[src/rtl/pulse_interval_meter.sv]
// pulse_interval_meter: per-channel sync, qualify, edge detect and interval timing
// with round-robin streaming. Glitch filter enabled by `define PULSE_GLITCH_FILTER_EN.
module pulse_interval_meter #(
    parameter int CHANNELS    = 4,
    parameter int CNT_W       = 24,
    parameter int SYNC_STAGES = 2,
    parameter int MIN_STABLE  = 4,
    parameter int CH_W        = $clog2(CHANNELS)
) (
    input  logic                clk,
    input  logic                rst,
    input  logic [CHANNELS-1:0] pulse_in,
    output logic [CHANNELS-1:0] pulse_detected,
    output logic                out_valid,
    input  logic                out_ready,
    output logic [CH_W-1:0]     out_ch,
    output logic [CNT_W-1:0]    out_interval,
    output logic                out_sat,
    output logic [CHANNELS-1:0] overrun,
    input  logic                overrun_clr
);

    if (CHANNELS < 2 || SYNC_STAGES < 2 || MIN_STABLE < 1) begin : g_bad_param
        $error("pulse_interval_meter: illegal parameter value");
    end

    logic [CHANNELS-1:0] hold_valid;
    logic [CNT_W-1:0]    hold_int [CHANNELS];
    logic [CHANNELS-1:0] hold_sat;
    logic [CHANNELS-1:0] grant;
    logic [CHANNELS-1:0] ovr_evt;
    logic [CH_W-1:0]     rr_ptr;
    logic [CH_W-1:0]     gnt_idx;
    logic                gnt_any;
    logic                load;

    function automatic logic [CH_W-1:0] rr_idx(
        input logic [CH_W-1:0] p,
        input int              k
    );
        int s;
        s = (int'(p) + k) % CHANNELS;
        return CH_W'(s);
    endfunction

    for (genvar i = 0; i < CHANNELS; i++) begin : g_ch
        logic [SYNC_STAGES-1:0] sync_q;
        logic                   s_lvl;
        logic                   filt_q;
        logic                   filt_d;
        logic                   det_q;
        logic [CNT_W-1:0]       tmr_q;
        logic                   tmr_max;
        logic                   armed_q;
        logic                   cap;
        logic                   hv_q;
        logic [CNT_W-1:0]       hint_q;
        logic                   hsat_q;

        assign s_lvl = sync_q[SYNC_STAGES-1];

        // bring the asynchronous pin into the clock domain
        always_ff @(posedge clk) begin
            if (rst) sync_q <= '0;
            else     sync_q <= {sync_q[SYNC_STAGES-2:0], pulse_in[i]};
        end

`ifdef PULSE_GLITCH_FILTER_EN
        localparam int FW = $clog2(MIN_STABLE + 1);
        logic [FW-1:0] stab_q;
        logic          stab_done;

        assign stab_done = (stab_q == FW'(MIN_STABLE - 1));
        assign filt_d    = (s_lvl != filt_q && stab_done) ? s_lvl : filt_q;

        // count how long the new level has persisted; any return restarts it
        always_ff @(posedge clk) begin
            if (rst)                             stab_q <= '0;
            else if (s_lvl == filt_q || stab_done) stab_q <= '0;
            else                                 stab_q <= stab_q + FW'(1);
        end
`else
        assign filt_d = s_lvl;
`endif

        // qualified level and its registered rising-edge strobe
        always_ff @(posedge clk) begin
            if (rst) begin
                filt_q <= 1'b0;
                det_q  <= 1'b0;
            end else begin
                filt_q <= filt_d;
                det_q  <= filt_d & ~filt_q;
            end
        end

        assign tmr_max = &tmr_q;
        assign cap     = det_q & armed_q;

        // saturating timer restarted at 1 by each strobe so spacing N reads N
        always_ff @(posedge clk) begin
            if (rst) begin
                tmr_q   <= '0;
                armed_q <= 1'b0;
            end else if (det_q) begin
                tmr_q   <= CNT_W'(1);
                armed_q <= 1'b1;
            end else if (!tmr_max) begin
                tmr_q   <= tmr_q + CNT_W'(1);
            end
        end

        // one-deep hold; a capture always wins over a same-cycle drain
        always_ff @(posedge clk) begin
            if (rst) begin
                hv_q   <= 1'b0;
                hint_q <= '0;
                hsat_q <= 1'b0;
            end else if (cap) begin
                hv_q   <= 1'b1;
                hint_q <= tmr_q;
                hsat_q <= tmr_max;
            end else if (grant[i]) begin
                hv_q   <= 1'b0;
            end
        end

        assign ovr_evt[i]        = cap & hv_q & ~grant[i];
        assign hold_valid[i]     = hv_q;
        assign hold_int[i]       = hint_q;
        assign hold_sat[i]       = hsat_q;
        assign pulse_detected[i] = det_q;
    end

    assign load = ~out_valid | out_ready;

    // round-robin search beginning just after the last granted channel
    always_comb begin
        gnt_any = 1'b0;
        gnt_idx = '0;
        for (int k = 1; k <= CHANNELS; k++) begin
            if (!gnt_any && hold_valid[rr_idx(rr_ptr, k)]) begin
                gnt_any = 1'b1;
                gnt_idx = rr_idx(rr_ptr, k);
            end
        end
    end

    // one-hot drain of the hold that moves into the output register
    always_comb begin
        grant = '0;
        if (load && gnt_any) grant[gnt_idx] = 1'b1;
    end

    // output register; frozen while the consumer stalls
    always_ff @(posedge clk) begin
        if (rst) begin
            out_valid    <= 1'b0;
            out_ch       <= '0;
            out_interval <= '0;
            out_sat      <= 1'b0;
            rr_ptr       <= CH_W'(CHANNELS - 1);
        end else if (load) begin
            out_valid <= gnt_any;
            if (gnt_any) begin
                out_ch       <= gnt_idx;
                out_interval <= hold_int[gnt_idx];
                out_sat      <= hold_sat[gnt_idx];
                rr_ptr       <= gnt_idx;
            end
        end
    end

    // sticky lost-interval flags; a fresh loss outranks the clear
    always_ff @(posedge clk) begin
        if (rst) overrun <= '0;
        else     overrun <= (overrun & ~{CHANNELS{overrun_clr}}) | ovr_evt;
    end

endmodule

[config.mk]
export PLATFORM = sky130hd
export DESIGN_NAME = pulse_interval_meter
export DESIGN_NICKNAME = d
export VERILOG_FILES = /design/src/rtl/pulse_interval_meter.sv
export SDC_FILE = /design/constraint.sdc
export NUM_CORES = 1
export LEC_CHECK = 0
export ABC_AREA = 0
export ABC_CLOCK_PERIOD_IN_PS = 2200
export BUFFER_PORTS_ARGS = -buffer_cell sky130_fd_sc_hd__buf_2
export CAP_MARGIN = 20
export CORE_UTILIZATION = 55
export DETAILED_ROUTE_END_ITERATION = 10
export PLACE_DENSITY = 0.81
export SLEW_MARGIN = 30
export SYNTH_ARGS = -nofsm -noshare
export SYNTH_HDL_FRONTEND = slang
export SYNTH_SLANG_ARGS = --single-unit
export TNS_END_PERCENT = 1
[constraint.sdc]
create_clock -name clk -period 2.2 [get_ports clk]
set_input_delay 0.11 -clock clk [delete_from_list [all_inputs] [get_ports clk]]
set_output_delay 0.11 -clock clk [all_outputs]
set_load 0.01 [all_outputs]
Word level (Yosys, flattened, before mapping). Cells that the tools add are included.

Bits in registers: 254. Input port bits: 8. Output and inout port bits: 36. Logic and storage cells: 152.

Add/sub/neg operators: 8. Magnitude comparators: 7. Equal/unequal tests: 4. Mux-type cells: 40. Bitwise logic cells: 30. Reductions and logical operators: 21.

Operator list (number): 24-bit by 1-bit adder with 24-bit output, second input constant (4); 24-bit AND reduction (4); 24-bit binary-select mux with 2-bit select (1); 24-bit 2-to-1 mux (2); 1-bit 2-to-1 mux (26); 1-bit AND (16); 2-bit by 3-bit < comparator with 1-bit output, second input constant (5); 1-bit binary-select mux with 2-bit select (5); 1-bit inverter (9); 2-bit 2-to-1 mux (4); 2-bit inequality test, second input constant (4); 2-bit nonzero test (4); 2-bit OR reduction (4); 1-bit logical AND (5); 2-bit by 1-bit adder with 2-bit output, second input constant (2); 2-bit adder, second input constant (2); 4-bit AND (1); 4-bit 2-to-1 mux (1); 4-bit inverter (1); 4-bit bitwise OR (1); 3-bit greater-or-equal comparator, second input constant (1); 1-bit zero test (3); 2-bit inverter with 3-bit output (1); 1-bit demux with 2-bit select (1); 3 further kinds (3).

Logic depth before layout (Yosys ltp).
Depth after elaboration: 21. Depth in mapped cells: 7. Mapped depth without buffers: 6.

Worst setup path after synthesis. No wires, ideal clock.

Path type: flip-flop to flip-flop. Start: register g_ch[1].tmr_q[0]. End: register g_ch[1].tmr_q[11]. Setup time: 0.128 ns. Arrival time: 1.750 ns. Data required time: 2.072 ns. Slack: 0.322 ns. Cell stages (with the launch flop): 7. Buffers on the path: 0. Period minus slack after synthesis: 1.878 ns. Cell sequence: dfxtp_1 ha_1 nand2_1 nor4_1 a211oi_1 xnor2_1 nor2_1.

Word-level cells in the longest chain between the ends: 1. Elaborated cells between the ends (all ways): 2. Those cells by class: 1 x add/sub; 1 x reduce/logical.

RTL lines: start: declaration (line 52) `logic [CNT_W-1:0] tmr_q;`; start signal: assignment (line 109) `tmr_q <= tmr_q + CNT_W'(1);`; 24-bit by 1-bit adder with 24-bit output / 24-bit AND reduction (equally long branches) (line 109, 97).

Several ways; a longest one is shown, not always the timed one. A chain may end at the register's enable or synchronous reset.

Worst setup path in the final report.
Start: register g_ch[2].tmr_q[16]. End: register g_ch[2].tmr_q[0].

Word-level cells in the longest chain between the ends: 2.

RTL lines: start: declaration (line 52); start signal: assignment (line 109); 24-bit AND reduction (line 97) `assign tmr_max = &tmr_q;`; 2-bit inequality test (no line).

No other way between the ends.

==> run_results.csv <==
group,metric,value,unit
run_status,status,"complete, no violations",
placement,place_area,11400,sq um
timing,layout_min_cycle_time,2050,ps
pwr,p_per_area,763,nW/um^2
cts,numClockSinks,254,
routing,wl_per_cell,16.6,microns
timing,timing.fmax,489,MHz
cells_and_area,drive_gt1_frac,0.128,
timing,slew_headroom,0.595,
grt,grt_max_degree,59,
placement,hpwl,18400,microns
floorplanning,die_x,142,microns
cts,clockBufferDepth,3,
cts,clkTransAtPathRegs,60,ps
grt,antenna_found_initial,0,
grt,grtUsageTotal,0.271,
synth,ys_seq_elements,254,
placement,post-place-ws,187,ps
critical_path,crit_required,2570,ps
critical_path,critPathKind,"flip-flop to flip-flop",
timing,grt_setup_unrepaired,"no",
synth,synth_edf_count,0,
synth,yosys_warnings,0,
cts,root_buffer,"clkbuf_16",
critical_path,cp_max_fo,10,
floorplanning,row_count,50,
cells_and_area,final_net_count,1334,
cells_and_area,final_cell_count_no_fill,1600,
routing,vias,9450,
min_path,worstHoldPathType,"input port to flip-flop",
routing,drt_iter0_drc,837,
routing,routed_wl,26500,microns
grt,grt_pass1_vias,8841,
routing,viasPerCell,5.91,
timing,setup_viol,0,
placement,gp_congestion,0.868,
synth,syn-num-nets,1287,
cts,clk_latency,520,ps
cells_and_area,mostFrequentLayoutCells,"nand2_1 (293), dfxtp_1 (254), a21oi_1 (140), nor2_1 (84), mux2i_1 (52)",
timing,post-route-period-util,0.930,
timing,finClkSkew,5.69,ps
timing,tns,0,ps
flow_run,drv_cap,0,
synth,synth_cell_types,64,
synth,syn-cell-area,10800,sq um
floorplanning,pin_count,44,
synth,synthArstFlopShare,0,
floorplanning,initial_core_util,0.568,
floorplanning,dieHeight,142,microns
cts,h-tree-depth,1,
placement,io_buffers,43,
routing,drt-pass1-iter-count,5,
timing,drv_slew,0,
placement,placed_cells,1549,
cells_and_area,area_delta_synth_final,14.5,%
cts,cts_tree,"built",
synth,synthFlopType,"dfxtp_1",
cts,cts_buffers,25,
cells_and_area,diodes,0,
synth,synth_cells,1275,
floorplanning,die_area,20200,sq um
floorplanning,core_area,19000,sq um
critical_path,critPathArrivalTime,2420,ps
cells_and_area,final_area,12300,sq um
critical_path,startpoint_type,"flip-flop",
critical_path,crit_path_end_kind,"flip-flop",
pwr,ir_drop,666,uV
cells_and_area,final_common_cell,"nand2_1",
grt,grt_pass1_wl,44000,microns
synth,ys_seq_area_frac,0.472,
routing,drc,0,
cts,cts_setup_buffers,0,
synth,syn_area_per_cell,8.45,sq um
grt,overflow,0,
timing,hold_viol,0,
timing,setup_ws,153,ps
timing,tightest_slew,592,ps
pwr,leakagePower,0.00431,uW
routing,ant_nets,0,
## metal layers
layer | vias to the layer above | track usage | wire length (microns) | part of all wire
met5 | - | 0 | 0 | 0
met3 | 65 | 0.0394 | 1790 | 0.068
li1 | 4579 | - | - | -
met1 | 4462 | 0.379 | 12200 | 0.46
met2 | 344 | 0.424 | 11700 | 0.44
met4 | 0 | 0.101 | 840 | 0.032
## metrics by stage
stage | hold WS [ps] | util | total power [uW]
after floorplan | 238 | - | 4900
after global placement | 323 | 0.601 | 4960
after detailed placement | 327 | 0.601 | 4970
after CTS | 19.9 | 0.650 | 9440
after global routing | 38.6 | 0.650 | 9660
final | 17.7 | 0.650 | 9400
## path summary, 6_finish.rpt
path	slack [ps]	cells past startpoint	from	end
max	150	6	g_ch[2].tmr_q[16]$_SDFFE_PP0P_	g_ch[2].tmr_q[0]$_SDFFE_PP0P_
min	20	2	rst	g_ch[1].armed_q$_SDFFE_PP0P_
max reg2reg	150	6	g_ch[2].tmr_q[16]$_SDFFE_PP0P_	g_ch[2].tmr_q[0]$_SDFFE_PP0P_
min reg2reg	380	1	g_ch[0].filt_q$_SDFF_PP0_	g_ch[0].det_q$_SDFF_PP0_
## repair_timing
action	in CTS	in global routing
hold buffers	6	0
endpoints found under the setup margin	0	1
endpoints found under the hold margin	9	0
resized for setup	0	1
## state kept, by name (all words and copies together) (netlist names), 2 cells and up
register / count
g_ch.armed_q: 4
g_ch.det_q: 4
g_ch.filt_q: 4
g_ch.hint_q: 96
g_ch.hsat_q: 4
g_ch.hv_q: 4
g_ch.sync_q: 8
g_ch.tmr_q: 96
out_ch: 2
out_interval: 24
overrun: 4
rr_ptr: 2
## logic make-up after synthesis
kind of cell,Yosys count,synth area share
XOR/XNOR,49,0.0398
buffers and inverters,87,0.0359
flip-flops,254,0.472
adder cells (fa/ha/maj),4,0.00465
AND/OR/NAND/NOR,559,0.241
multiplexers,52,0.0483
AO/OA/AOI/OAI,270,0.158
## power by group
group | switching, uW | total, uW | internal, uW
combinational | 146 | 217 | 70.7
sequential | 29.3 | 4660 | 4630
clock | 1800 | 4520 | 2730
## synthesized netlist by cell type (10+ instances only)
library cell	n	area [sq um]
a31oi_1	10	62.6
or3_1	11	68.8
nand2_1	293	1100
clkbuf_1	59	221
and3_1	16	100
o21ai_0	26	130
nor3_1	15	75.1
nor4_1	14	87.6
nand3_1	26	130
nand4_1	26	163
nor2_1	84	315
a21oi_1	140	701
mux2i_1	52	521
dfxtp_1	254	5080
xnor2_1	27	236
a32o_1	25	250
o31ai_1	12	90.1
nor2b_1	18	113
and4_1	12	105
xor2_1	22	193
## layout make-up
class                   instances  area [sq um]
clock inverters                10           128
repair buffers                 98           683
inverters                       9          33.8
fillers                      1515          6630
well taps                     260           325
clock buffers                  35           753
flip-flops and latches        254          5080
multi-input cells             934          5320
## critical path, stage by stage, from the launching register on
cell     delay (ps)
dfxtp_1         430
nand4_1         240
nor3_1          370
buf_4           240
nand4_1         270
xnor2_1         260
a21oi_1          90
Note: power is estimated with default switching activity, not from simulation.
